[src/rtl/skeleton_clk_pkg.sv]
// Shared types and constants for the skeleton clock/reset sequencer.
package skeleton_clk_pkg;

    // Sequencer states; encoding is visible on the debug state port.
    typedef enum logic [2:0] {
        HOLD   = 3'd0,
        PAUSE  = 3'd1,
        RUN    = 3'd2,
        STEP   = 3'd3,
        HALTED = 3'd4
    } state_t;

    localparam int PHASES_PER_CYCLE = 4;
    localparam int PH_CORE_EDGE     = 2;

    // Phase value whose advance completes one processor cycle.
    localparam logic [1:0] PH_LAST = 2'(PHASES_PER_CYCLE - 1);

    // Phases advance only in states where the core is being clocked.
    function automatic logic phases_running(input state_t s);
        return (s == HOLD) || (s == RUN) || (s == STEP);
    endfunction

endpackage

[src/rtl/skeleton_clock_sequencer_sat_counter.sv]
// Saturating up-counter with synchronous clear; stops at all-ones.
module sat_counter #(
    parameter int W = 8
) (
    input  logic         clock,
    input  logic         reset,
    input  logic         clear,
    input  logic         en,
    output logic [W-1:0] count
);

    // Count enabled events, holding at all-ones instead of wrapping.
    always_ff @(posedge clock) begin
        if (!reset || clear) begin
            count <= '0;
        end else if (en && (count != {W{1'b1}})) begin
            count <= count + W'(1);
        end
    end

endmodule

[src/rtl/skeleton_clock_sequencer.sv]
// Derives memory/core clock phases from the board clock, sequences core
// reset, and provides run / pause / single-step / halt control.
module skeleton_clock_sequencer
    import skeleton_clk_pkg::*;
#(
    parameter int RESET_HOLD = 4,
    parameter int CNT_W      = 32
) (
    input  logic             clock,
    input  logic             reset,
    input  logic             run_en,
    input  logic             step_req,
    input  logic             halt,
    output logic             imem_clock,
    output logic             dmem_clock,
    output logic             processor_clock,
    output logic             regfile_clock,
    output logic             core_reset,
    output logic [CNT_W-1:0] cycle_count,
    output logic [2:0]       state,
    output logic             done
);

    // Wide enough to hold RESET_HOLD-1; the counter stops there.
    localparam int HOLD_W = (RESET_HOLD < 2) ? 1 : $clog2(RESET_HOLD);

    state_t            state_q;
    state_t            state_d;
    logic [1:0]        ph_q;
    logic [HOLD_W-1:0] hold_cnt;
    logic              running;
    logic              cyc_done;
    logic              hold_last;
    logic              core_reset_q;
    logic              done_q;

    assign running   = phases_running(state_q);
    assign cyc_done  = running && (ph_q == PH_LAST);
    assign hold_last = (hold_cnt == HOLD_W'(RESET_HOLD - 1));

    // Completed cycles spent in HOLD; cleared whenever HOLD is left.
    sat_counter #(.W(HOLD_W)) u_hold_cnt (
        .clock (clock),
        .reset (reset),
        .clear (state_q != HOLD),
        .en    (cyc_done && (state_q == HOLD) && !hold_last),
        .count (hold_cnt)
    );

    // Retired processor cycles; HOLD cycles are not counted.
    sat_counter #(.W(CNT_W)) u_cycle_cnt (
        .clock (clock),
        .reset (reset),
        .clear (1'b0),
        .en    (cyc_done && ((state_q == RUN) || (state_q == STEP))),
        .count (cycle_count)
    );

    // Next-state decode; RUN/STEP/HOLD only move at cycle completion so the
    // core never sees a partial processor cycle.
    always_comb begin
        state_d = state_q;
        unique case (state_q)
            HOLD: begin
                if (cyc_done && hold_last) begin
                    state_d = run_en ? RUN : PAUSE;
                end
            end
            PAUSE: begin
                if (run_en) begin
                    state_d = RUN;
                end else if (step_req) begin
                    state_d = STEP;
                end
            end
            RUN: begin
                if (cyc_done) begin
                    if (halt) begin
                        state_d = HALTED;
                    end else if (!run_en) begin
                        state_d = PAUSE;
                    end
                end
            end
            STEP: begin
                if (cyc_done) begin
                    state_d = halt ? HALTED : PAUSE;
                end
            end
            HALTED:  state_d = HALTED;
            default: state_d = HOLD;
        endcase
    end

    // State, phase and registered status flags.
    always_ff @(posedge clock) begin
        if (!reset) begin
            state_q      <= HOLD;
            ph_q         <= 2'd0;
            core_reset_q <= 1'b1;
            done_q       <= 1'b0;
        end else begin
            state_q      <= state_d;
            ph_q         <= running ? (ph_q + 2'd1) : 2'd0;
            core_reset_q <= (state_d == HOLD);
            done_q       <= (state_d == HALTED);
        end
    end

    // Memory edges bracket the core edge (ph 1->2) on 0->1 and 2->3.
    assign imem_clock      = ph_q[0];
    assign dmem_clock      = ph_q[0];
    assign processor_clock = ph_q[1];
    assign regfile_clock   = ph_q[1];
    assign core_reset      = core_reset_q;
    assign done            = done_q;
    assign state           = state_q;

endmodule

[config.mk]
export PLATFORM = sky130hd
export DESIGN_NAME = skeleton_clock_sequencer
export DESIGN_NICKNAME = d
export VERILOG_FILES = /design/src/rtl/skeleton_clk_pkg.sv /design/src/rtl/skeleton_clock_sequencer_sat_counter.sv /design/src/rtl/skeleton_clock_sequencer.sv
export SDC_FILE = /design/constraint.sdc
export NUM_CORES = 1
export LEC_CHECK = 0
export CORE_UTILIZATION = 54
export CTS_CLUSTER_SIZE = 10
export DETAILED_ROUTE_END_ITERATION = 8
export DONT_BUFFER_PORTS = 1
export PLACE_DENSITY = 0.68
export SETUP_SLACK_MARGIN = 0.2
export SLEW_MARGIN = 20
export SYNTH_ARGS = -nofsm -noshare
export SYNTH_HDL_FRONTEND = slang
export SYNTH_SLANG_ARGS = --single-unit
export TNS_END_PERCENT = 20
[constraint.sdc]
create_clock -name clock -period 2.7 [get_ports clock]
set_input_delay 0.54 -clock clock [delete_from_list [all_inputs] [get_ports clock]]
set_output_delay 0.54 -clock clock [all_outputs]
set_load 0.02 [all_outputs]
==> summary.md <==
The number of warnings issued by yosys was 0; the site row count was 21. TritonCTS built the clock tree. After synthesis, the netlist uses 38 different library cells. The count of nets left with antenna violations once routing finished came out at 0. The y dimension of the die is 63.08 µm, and the relative slew slack is 67.89%. The post-synthesis area per instance was 8.500 µm²; the max-cap violation count was 0. Summed over all nets, the half-perimeter wirelength after detailed placement is 3.379 mm. Register area: 822.0 µm².

Buffers inserted during clock tree synthesis total 5. The leakage power summed over all cells came out at 0.0007317 µW. The clock transition time at the flip-flop clock pins of the worst setup and hold paths was 0.07 ns; the total grt overflow was 0. The design draws 1049 µW. Maximum vdd ir drop: 314.8 µV. In this run the horizontal extent of the chip is 63.08 µm. The transition time at the pin with the least slew margin works out to 0.4810 ns.

At the end of the flow, the number of nets in the layout was 255. The logs give 1800 for the via count of the first global-routing pass and 0 for the post-CTS setup repair buffer count. The ratio of final minimum period to clock period was 87.86%; the maximum number of pins on one net before global-route repair was 33. The count of unresolved DRC violations after routing is 0. The via-per-instance ratio was 6.266; the maximum clock path buffer count was 2.

Summed over all layers, the routed wires come to 4.682 mm. The critical path contains buffers and inverters numbering 0 combined. STA classifies the critical path startpoint as a flip-flop. Along the worst path, the maximum fanout reaches 8.

The repair_antennas step left the layout with diodes totalling 0. The post-synthesis sequential area ratio was 40.75%. The initial DRC count came out at 152. Synthesis produced a netlist whose cell count is 237. Clock tree synthesis selected as its root buffer the cell clkbuf_8.

The synthesized design contains 41 register bits. Clock latency on the worst-skew pair, taken at its later pin, is 0.30 ns. The final number of max-transition violations was 0; the final weighted congestion of routability-driven global placement was 0.7931. The total nets after synthesis is 245. Global routing used 25.29% of the available tracks. The H-tree was split into 2 levels. For the number of endpoints with negative hold slack in the final report, the log shows 0. In this run the power density over the cells is 471.2 nW/µm². Buffers placed on the I/O ports in this run total 0. The tools report the kind of end point of the critical path as a flip-flop.

The multi-input combinational cells in the finished layout cover a total of 1107 µm². The run gives 2227 µm² as the final non-filler cell area. The delay of the slowest critical-path stage was 0.55 ns; the total negative slack was 0 ns. After floorplanning, the core was sized to cover 3442 µm². The first TritonRoute pass finished after 4 iterations. The flow ran to the end, and the final reports show no timing, DRC or antenna violations. Data arrives at the worst endpoint at 2.59 ns.

Among cell families on the critical path, the largest total delay comes from simple AND/OR/NAND/NOR gates. The cell area after synthesis came out at 2014 µm². The critical path class was flip-flop to flip-flop. For the number of antenna violations at the first check in global routing, the log shows 0. Area growth from synthesis to layout: 10.56%. Subtracting the final worst setup slack from the clock period gives 2.372 ns. The path class of the tightest hold or removal check is input pin to flip-flop. The post-route netlist has 13.77% of its cells at a drive strength greater than 1. The die covers 3978 µm².

The signal on the critical path passes through nand4_2 > or2_0 > or3_1 > or4_1 > a21oi_1. The master of the slowest instance on the critical path is dfxtp_1. The detailed router placed 1836 vias in this run. The initial standard-cell utilization of the core is 58.52%. In the final routed layout, each cell accounts on average for 15.98 µm. The fill cell total of the finished layout is 297.

46 I/O pins were placed. The logs give 2.92 ns for the required time of the critical path and 7.962 mm for the global-route wire length before repair. CTS saw 41 sinks.

Setup repair after global routing left no endpoint under its margin. The run gives 0 as the number of setup violations in the final report. Across the routed clock network, the largest skew measured is 0.003924 ns. For the achievable clock frequency, the log shows 421.6 MHz. After detailed placement, the total cell area comes to 2135 µm².
==> sequential cells by signal, summed over array words and instances (netlist names) <==
name               flops
u_hold_cnt.count       2
ph_q                   2
u_cycle_cnt.count     32
state                  3
core_reset             1
done                   1
==> cells in the final DEF, fill, tap and decap left out, types with 3 or more instances in the layout <==
cell,instances
o21ai_0,7
dfxtp_1,40
xnor2_1,17
buf_4,18
nor4_1,7
or3_1,5
clkbuf_8,6
nor2_1,25
a211oi_1,5
nand2_1,12
a21oi_1,22
and3_1,3
or4_1,11
nor3b_1,3
inv_1,5
nand3_1,10
o31ai_1,10
nand4_1,10
nor3_1,6
ha_1,3
==> metrics by stage <==
stage                     setup WS, ns  hold slack [ns]  utilization (%)  cells
after detailed placement        0.3182           0.5470            62.01    286
after CTS                       0.2946           0.3880            64.52    293
after floorplan                 0.3530           0.5211                -    237
after global placement          0.3999           0.5387            62.01    286
after global routing            0.2032           0.4057            64.70    293
final                           0.3279           0.3941            64.70    293
==> repair_timing <==
| item | CTS | global route |
|---|---|---|
| hold buffers | 0 | 0 |
| endpoints found under the setup margin | 0 | 3 |
| resized for setup | 0 | 3 |
==> cell usage after synthesis (all sizes together) <==
| master | number | share of area [%] |
|---|---|---|
| a211oi | 5 | 1.9 |
| a21oi | 22 | 5.5 |
| and3 | 3 | 0.93 |
| and3b | 1 | 0.43 |
| and4 | 3 | 1.4 |
| buf | 6 | 2.2 |
| clkbuf | 9 | 1.7 |
| dfxtp | 41 | 41 |
| ha | 3 | 1.9 |
| inv | 5 | 0.93 |
| mux2i | 2 | 0.99 |
| nand2 | 12 | 2.2 |
| nand2b | 2 | 0.62 |
| nand3 | 11 | 3.0 |
| nand3b | 1 | 0.37 |
| nand4 | 11 | 3.7 |
| nor2 | 25 | 4.7 |
| nor2b | 1 | 0.31 |
| nor3 | 6 | 1.5 |
| nor3b | 3 | 1.1 |
| nor4 | 8 | 2.5 |
| o211a | 1 | 0.50 |
| o211ai | 1 | 0.62 |
| o21ai | 7 | 1.7 |
| o311ai | 1 | 0.43 |
| o31ai | 10 | 3.7 |
| or2 | 2 | 0.62 |
| or3 | 5 | 1.6 |
| or4 | 13 | 4.9 |
| xnor2 | 17 | 7.4 |
==> path summary, 6_finish.rpt <==
check | start | endpoint | slack [ns] | cells past startpoint
max reg2reg | u_cycle_cnt.count[9] | u_cycle_cnt.count[27] | 0.33 | 5
max | u_cycle_cnt.count[9] | u_cycle_cnt.count[27] | 0.33 | 5
min | reset | state[2] | 0.39 | 2
min reg2reg | u_hold_cnt.count[0] | u_hold_cnt.count[0] | 0.55 | 2
==> power breakdown <==
group / internal, µW / switching, µW / leakage (µW)
clock: 203 / 200 / 0.0000443
combinational: 11.5 / 23.6 / 0.000356
sequential: 609 / 2.39 / 0.000331
total: 823 / 226 / 0.000732
==> routing by layer <==
layer / GRT usage, % / vias up / wire length [µm]
met5: 0 / - / 0
met4: 9.302 / 0 / 57
met3: 8.152 / 7 / 335
met2: 43.55 / 61 / 2313
met1: 28.91 / 876 / 1976
li1: - / 892 / -
==> logic make-up (layout without fill, tap and decap cells) <==
logic type	count (synthesis)	count (layout)	synth area share, %
mux	2	2	0.9938
buf+inv	20	30	4.845
flops	41	41	40.75
compound gates	47	47	14.35
fa+ha+maj	3	3	1.864
xor+xnor	17	17	7.391
simple gates	107	107	29.81
==> final cells by class <==
| class | instances | share of cell area (%) |
|---|---|---|
| Multi-Input combinational cell | 176 | 49.72 |
| Sequential cell | 41 | 36.91 |
| Timing Repair Buffer | 18 | 6.067 |
| Clock buffer | 7 | 3.876 |
| Tap cell | 46 | 2.584 |
| Inverter | 5 | 0.8427 |
(Power assumes the default switching activity.)
